## config.mk

```make
export PLATFORM = sky130hd
export DESIGN_NAME = player_action_ctrl
export DESIGN_NICKNAME = d
export VERILOG_FILES = /design/src/rtl/player_action_ctrl.sv
export SDC_FILE = /design/constraint.sdc
export NUM_CORES = 1
export LEC_CHECK = 0
export BUFFER_PORTS_ARGS = -buffer_cell sky130_fd_sc_hd__buf_2
export CAP_MARGIN = 10
export CORE_MARGIN = 3
export CORE_UTILIZATION = 55
export CTS_BUF_LIST = sky130_fd_sc_hd__clkbuf_8
export DETAILED_ROUTE_END_ITERATION = 10
export PLACE_DENSITY = 0.88
export SLEW_MARGIN = 20
export SYNTH_ARGS = -nofsm -noshare
export SYNTH_HDL_FRONTEND = slang
export SYNTH_SLANG_ARGS = --single-unit
```

## constraint.sdc

```tcl
create_clock -name clk -period 2 [get_ports clk]
set_input_delay 0.1 -clock clk [delete_from_list [all_inputs] [get_ports clk]]
set_output_delay 0.1 -clock clk [all_outputs]
set_load 0.02 [all_outputs]
```

## src/rtl/player_action_ctrl.sv

```systemverilog
// player_action_ctrl
// Per-player input/action controller placed directly before the movement stage.
// It synchronizes the raw buttons and samples them once per frame tick (SCEN).
// It runs the attack (startup/active/recovery) and hitstun state machine.
// It drives the movement-stage commands and the attack hitbox enable.
// All state and output changes happen on SCEN cycles only, so the outputs
// hold steady between frame ticks.
module player_action_ctrl #(
  parameter int STARTUP_FRAMES  = 4,
  parameter int ACTIVE_FRAMES   = 3,
  parameter int RECOVERY_FRAMES = 6,
  parameter int HITSTUN_FRAMES  = 12,
  parameter int CNT_WIDTH       = 5
) (
  input  logic       clk,
  input  logic       reset_n,
  input  logic       SCEN,
  input  logic       btn_left,
  input  logic       btn_right,
  input  logic       btn_jump,
  input  logic       btn_attack,
  input  logic       jump_active,
  input  logic       hit,
  output logic       move_enable,
  output logic       move_left,
  output logic       move_right,
  output logic       jump,
  output logic       attack_hitbox,
  output logic [2:0] state,
  output logic       busy
);

  typedef enum logic [2:0] {
    ST_IDLE     = 3'd0,
    ST_STARTUP  = 3'd1,
    ST_ACTIVE   = 3'd2,
    ST_RECOVERY = 3'd3,
    ST_HITSTUN  = 3'd4
  } state_e;

  // Counter reload values: each phase counts length-1 down to 0.
  localparam logic [CNT_WIDTH-1:0] CNT_ZERO      = {CNT_WIDTH{1'b0}};
  localparam logic [CNT_WIDTH-1:0] CNT_ONE       = {{(CNT_WIDTH-1){1'b0}}, 1'b1};
  localparam logic [CNT_WIDTH-1:0] STARTUP_LOAD  = CNT_WIDTH'(STARTUP_FRAMES - 1);
  localparam logic [CNT_WIDTH-1:0] ACTIVE_LOAD   = CNT_WIDTH'(ACTIVE_FRAMES - 1);
  localparam logic [CNT_WIDTH-1:0] RECOVERY_LOAD = CNT_WIDTH'(RECOVERY_FRAMES - 1);
  localparam logic [CNT_WIDTH-1:0] HITSTUN_LOAD  = CNT_WIDTH'(HITSTUN_FRAMES - 1);

  // Button bit order: [0]=left [1]=right [2]=jump [3]=attack
  logic [3:0] btn_raw_s;
  logic [3:0] sync1_q;
  logic [3:0] sync2_q;
  logic       sync_left_s;
  logic       sync_right_s;
  logic       sync_jump_s;
  logic       sync_attack_s;

  logic       prev_jump_q;
  logic       prev_jump_d;
  logic       prev_attack_q;
  logic       prev_attack_d;
  logic       jump_edge_s;
  logic       atk_edge_s;

  logic       hit_pending_q;
  logic       hit_pending_d;
  logic       hit_now_s;

  state_e               state_q;
  state_e               state_d;
  logic [CNT_WIDTH-1:0] cnt_q;
  logic [CNT_WIDTH-1:0] cnt_d;
  logic                 next_idle_s;

  logic move_enable_q;
  logic move_enable_d;
  logic move_left_q;
  logic move_left_d;
  logic move_right_q;
  logic move_right_d;
  logic jump_q;
  logic jump_d;
  logic attack_hitbox_q;
  logic attack_hitbox_d;
  logic busy_q;
  logic busy_d;

  assign btn_raw_s     = {btn_attack, btn_jump, btn_right, btn_left};
  assign sync_left_s   = sync2_q[0];
  assign sync_right_s  = sync2_q[1];
  assign sync_jump_s   = sync2_q[2];
  assign sync_attack_s = sync2_q[3];

  // Frame-to-frame rising edges of the synchronized jump/attack buttons.
  assign jump_edge_s = sync_jump_s & ~prev_jump_q;
  assign atk_edge_s  = sync_attack_s & ~prev_attack_q;

  // A hit seen on this very SCEN counts as well as one latched earlier.
  assign hit_now_s   = hit_pending_q | hit;
  assign next_idle_s = (state_d == ST_IDLE);

  // Two-flop synchronizer for the asynchronous buttons, clocked every cycle.
  always_ff @(posedge clk) begin
    if (!reset_n) begin
      sync1_q <= 4'b0000;
      sync2_q <= 4'b0000;
    end else begin
      sync1_q <= btn_raw_s;
      sync2_q <= sync1_q;
    end
  end

  // Next value of the per-frame button samples and the pending-hit latch.
  always_comb begin
    prev_jump_d   = prev_jump_q;
    prev_attack_d = prev_attack_q;
    hit_pending_d = hit_pending_q;
    if (SCEN) begin
      prev_jump_d   = sync_jump_s;
      prev_attack_d = sync_attack_s;
      // Any hit, latched or coincident, is consumed on this tick.
      hit_pending_d = 1'b0;
    end else begin
      hit_pending_d = hit_pending_q | hit;
    end
  end

  // Frame sample registers and pending-hit latch.
  always_ff @(posedge clk) begin
    if (!reset_n) begin
      prev_jump_q   <= 1'b0;
      prev_attack_q <= 1'b0;
      hit_pending_q <= 1'b0;
    end else begin
      prev_jump_q   <= prev_jump_d;
      prev_attack_q <= prev_attack_d;
      hit_pending_q <= hit_pending_d;
    end
  end

  // FSM next-state and phase counter; hits pre-empt every other transition.
  always_comb begin
    state_d = state_q;
    cnt_d   = cnt_q;
    if (SCEN) begin
      if (hit_now_s) begin
        state_d = ST_HITSTUN;
        cnt_d   = HITSTUN_LOAD;
      end else begin
        case (state_q)
          ST_IDLE: begin
            // Airborne attack presses are dropped, not buffered.
            if (atk_edge_s && !jump_active) begin
              state_d = ST_STARTUP;
              cnt_d   = STARTUP_LOAD;
            end else begin
              state_d = ST_IDLE;
              cnt_d   = CNT_ZERO;
            end
          end
          ST_STARTUP: begin
            if (cnt_q != CNT_ZERO) begin
              cnt_d = cnt_q - CNT_ONE;
            end else begin
              state_d = ST_ACTIVE;
              cnt_d   = ACTIVE_LOAD;
            end
          end
          ST_ACTIVE: begin
            if (cnt_q != CNT_ZERO) begin
              cnt_d = cnt_q - CNT_ONE;
            end else begin
              state_d = ST_RECOVERY;
              cnt_d   = RECOVERY_LOAD;
            end
          end
          ST_RECOVERY: begin
            if (cnt_q != CNT_ZERO) begin
              cnt_d = cnt_q - CNT_ONE;
            end else begin
              state_d = ST_IDLE;
              cnt_d   = CNT_ZERO;
            end
          end
          ST_HITSTUN: begin
            if (cnt_q != CNT_ZERO) begin
              cnt_d = cnt_q - CNT_ONE;
            end else begin
              state_d = ST_IDLE;
              cnt_d   = CNT_ZERO;
            end
          end
          default: begin
            state_d = ST_IDLE;
            cnt_d   = CNT_ZERO;
          end
        endcase
      end
    end else begin
      state_d = state_q;
      cnt_d   = cnt_q;
    end
  end

  // FSM state and phase counter registers.
  always_ff @(posedge clk) begin
    if (!reset_n) begin
      state_q <= ST_IDLE;
      cnt_q   <= CNT_ZERO;
    end else begin
      state_q <= state_d;
      cnt_q   <= cnt_d;
    end
  end

  // Output next values, derived from the next state and refreshed only on SCEN.
  always_comb begin
    move_enable_d   = move_enable_q;
    move_left_d     = move_left_q;
    move_right_d    = move_right_q;
    jump_d          = jump_q;
    attack_hitbox_d = attack_hitbox_q;
    busy_d          = busy_q;
    if (SCEN) begin
      // The jump arc keeps running even while locked out.
      move_enable_d   = next_idle_s | jump_active;
      move_left_d     = next_idle_s & sync_left_s & ~sync_right_s;
      move_right_d    = next_idle_s & sync_right_s & ~sync_left_s;
      // Attack wins over jump when both edges land in the same frame.
      jump_d          = next_idle_s & jump_edge_s & ~atk_edge_s & ~jump_active;
      attack_hitbox_d = (state_d == ST_ACTIVE);
      busy_d          = ~next_idle_s;
    end else begin
      move_enable_d   = move_enable_q;
      move_left_d     = move_left_q;
      move_right_d    = move_right_q;
      jump_d          = jump_q;
      attack_hitbox_d = attack_hitbox_q;
      busy_d          = busy_q;
    end
  end

  // Registered outputs; reset clears everything, including any live hitbox.
  always_ff @(posedge clk) begin
    if (!reset_n) begin
      move_enable_q   <= 1'b0;
      move_left_q     <= 1'b0;
      move_right_q    <= 1'b0;
      jump_q          <= 1'b0;
      attack_hitbox_q <= 1'b0;
      busy_q          <= 1'b0;
    end else begin
      move_enable_q   <= move_enable_d;
      move_left_q     <= move_left_d;
      move_right_q    <= move_right_d;
      jump_q          <= jump_d;
      attack_hitbox_q <= attack_hitbox_d;
      busy_q          <= busy_d;
    end
  end

  assign move_enable   = move_enable_q;
  assign move_left     = move_left_q;
  assign move_right    = move_right_q;
  assign jump          = jump_q;
  assign attack_hitbox = attack_hitbox_q;
  assign busy          = busy_q;
  assign state         = state_q;

endmodule

```

==> impl_results.md <==
- Outcome: finished, final reports clean
- GRT Resource Usage Total: 0.2407
- Max Clock Freq: 509.9 MHz
- Worst setup path endpoint: move_right
- Via count: 1245
- Top cells by area, synth: dfxtp_1 41%, o21ai_0 5.8%, and2_1 4.7%
- Final RePlAce weighted congestion: 0.9483
- Worst IR drop on VDD: 0.0005487 V
- R2R Path Start: cnt_q[0]
- Post-synth EDFFs: 0
- Setup Crit Path Kind: register to register
- Fill count: 127
- Die X: 52.90 um
- Mapped Area: 1210 um2
- Max cap viols: 0
- Area leader, netlist: dfxtp_1
- Vias in the first global route: 1098
- CP Capture Type: register
- Io pins: 18
- Max H-tree Level: 1
- Fin nets: 182
- Final setup viols: 0
- Max FO, Critical Path: 6
- Antenna Nets Post-Route: 0
- Die area: 2798 um2
- Clk slew on worst S/H paths: 90 ps
- Worst reg2reg path depth: 8
- Routed len/inst: 17.41 um
- Largest net degree at the start of global routing: 28
- Setup crit start kind: register
- Async S/R FF share, synth: 0
- Clk_lat worst skew: 280 ps
- Synth-to-layout area growth: 29.99%
- GR Overflow Total: 0
- Post-synthesis sequential area ratio: 0.4137
- Pleak: 0.6677 nW
- HPWL Detailed: 2.038 mm
- Final hold slack: 20.78 ps
- Fin crit period: 1961 ps
- Vias/cell: 6.320
- R2r endpoint: move_right
- Yosys cell types: 43
- Detailed-route wire length: 3.430 mm
- Initial Util: 0.5984
- Total power: 1.098 mW
- Antenna violations before repair: 0
- Cells after Synth: 138
- Share of cells above drive strength 1: 0.3412
- CORE AREA: 2022 um2
- Drt first-iter violations: 77
- Total power per unit cell area: 697.9 nW/um2
- Tcrit/Tclk final: 0.9805
- Die Y: 52.90 um
- Hold Path Class: primary input to register
- Post-layout util: 0.7778
- Port bufs: 17
- First-pass GRT wire length: 4.995 mm
- Main flop type after synthesis: dfxtp_1
- Clk sinks: 25
- Arrival time worst endpoint: 2130 ps
- Warnings from Yosys: 0
- Area occupied by multi-input gates: 725.7 um2
- Crit path launch: cnt_q[0]
- Clock buffer count from CTS: 3
- Reg area: 503.0 um2
- Critical path data required time: 2160 ps
- Drt first pass iters: 4
- Row count: 16
- Syn nets: 149
- Final Hold Vio Count: 0
- Inserted Diodes: 0
- Measured slew at the worst slew-check pin: 655.7 ps
- Clock Tree Buf Depth: 2
- Flop2flop setup slack: 40 ps
- Share of the synthesized area in the top cell type: 0.4137
- CTS Hold Buffers Added: 0
- Setup TNS Final: 0 ps
- Max_slew headroom: 0.5582
- DRC viols: 0
- TritonCTS clock tree: done
- #FFs+latches synth: 25
- Slew Limit Fails: 0
- CTS root buf: clkbuf_8
- Clock skew: 5.237 ps
- Syn_area_per_cell: 8.767 um2
==> synth_stat cells, drive strengths merged (2+ instances only) <==
library cell and instances:
dfxtp 25, o21ai 14, and2 9, nor2 9
clkbuf 8, nand2 8, a21oi 6, nor3 6
nand3 5, inv 4, nand2b 4, a31oi 3
nand4 3, nor2b 3, a21boi 2, ha 2
mux2i 2, o41ai 2
==> timing repair <==
action / 4_1_cts / 5_1_grt
setup endpoints to repair: 3 / 9
gates resized for setup: 1 / 17
pin swaps: 4 / 3
buffers inserted: 3 / 3
gates cloned: 0 / 0
==> worst min path at each step <==
stage,start,slack (ps),endpoint,cells past startpoint
4_1_cts,btn_right,30,sync1_q[1],2
3_3_place_gp,btn_attack,310,sync1_q[3],2
2_1_floorplan,btn_left,230,sync1_q[0],1
6_report,btn_right,20,sync1_q[1],2
5_1_grt,btn_right,30,sync1_q[1],2
3_5_place_dp,btn_jump,310,sync1_q[2],2
==> worst max-delay path, stage by stage (launching register included) <==
cell and delay, ps:
dfxtp_2 350, inv_4 60, ha_4 130, or4b_4 530, buf_4 190, o31ai_2 190
nand2_1 160, nand4_4 150, o21ai_0 110
==> area by class of cell <==
cell class | instances | area share
sequential | 25 | 0.3198
tap | 27 | 0.02148
clock inverter | 1 | 0.005569
multi-input combinational | 99 | 0.4614
timing repair buffer | 37 | 0.1519
clock buffer | 3 | 0.02625
inverter | 5 | 0.01352
==> cell usage in the layout, fill, tap and decap left out, drive strengths merged, types with 2 or more instances in the layout <==
cell    netlist  routed
and2          9       9
a21oi         6       6
dfxtp        25      25
nand3         5       5
nor2          9       9
inv           4       5
o21ai        14      14
nand2b        4       4
ha            2       2
clkbuf        8       3
nand4         3       3
o41ai         2       2
a31oi         3       3
mux2i         2       2
a21boi        2       2
buf           1      37
nor2b         3       3
nand2         8       8
nor3          6       6
==> per-stage QoR <==
| step | area, um2 | std cells | setup WS, ps |
|---|---|---|---|
| after floorplan | 1210 | 138 | 159.8 |
| after global placement | 1399 | 187 | 65.52 |
| after detailed placement | 1399 | 187 | -28.52 |
| after CTS | 1476 | 194 | 31.89 |
| after global routing | 1573 | 197 | -26.67 |
| final | 1573 | 197 | 38.94 |
==> registers in the layout, summed over array words and instances (netlist names) <==
register       flops
prev_attack_q      1
move_left          1
state              3
cnt_q              5
prev_jump_q        1
sync1_q            4
attack_hitbox      1
busy               1
move_enable        1
hit_pending_q      1
move_right         1
jump               1
sync2_q            4
==> per-layer routing <==
layer | part of all wire | vias up | track usage
li1 | - | 571 | -
met1 | 0.41 | 578 | 0.3327
met3 | 0.093 | 14 | 0.05070
met4 | 0.032 | 0 | 0.08511
met5 | 0 | - | 0
met2 | 0.46 | 82 | 0.3678
==> cells by family (layout without fill, tap and decap cells) <==
| logic type | count (synthesis) | count (layout) | synth area share |
|---|---|---|---|
| buffers and inverters | 14 | 46 | 0.04446 |
| AND/OR/NAND/NOR | 56 | 56 | 0.2761 |
| AO/OA/AOI/OAI | 39 | 39 | 0.2286 |
| adder cells (fa/ha/maj) | 2 | 2 | 0.02068 |
| multiplexers | 2 | 2 | 0.01655 |
| flip-flops | 25 | 25 | 0.4137 |
==> where the power goes <==
part           switching (mW)  internal (mW)  total [mW]
clock network           0.173          0.146       0.319
logic                   0.125          0.113       0.238
registers              0.0207          0.520       0.541
Note: power is estimated with default switching activity, not from simulation.
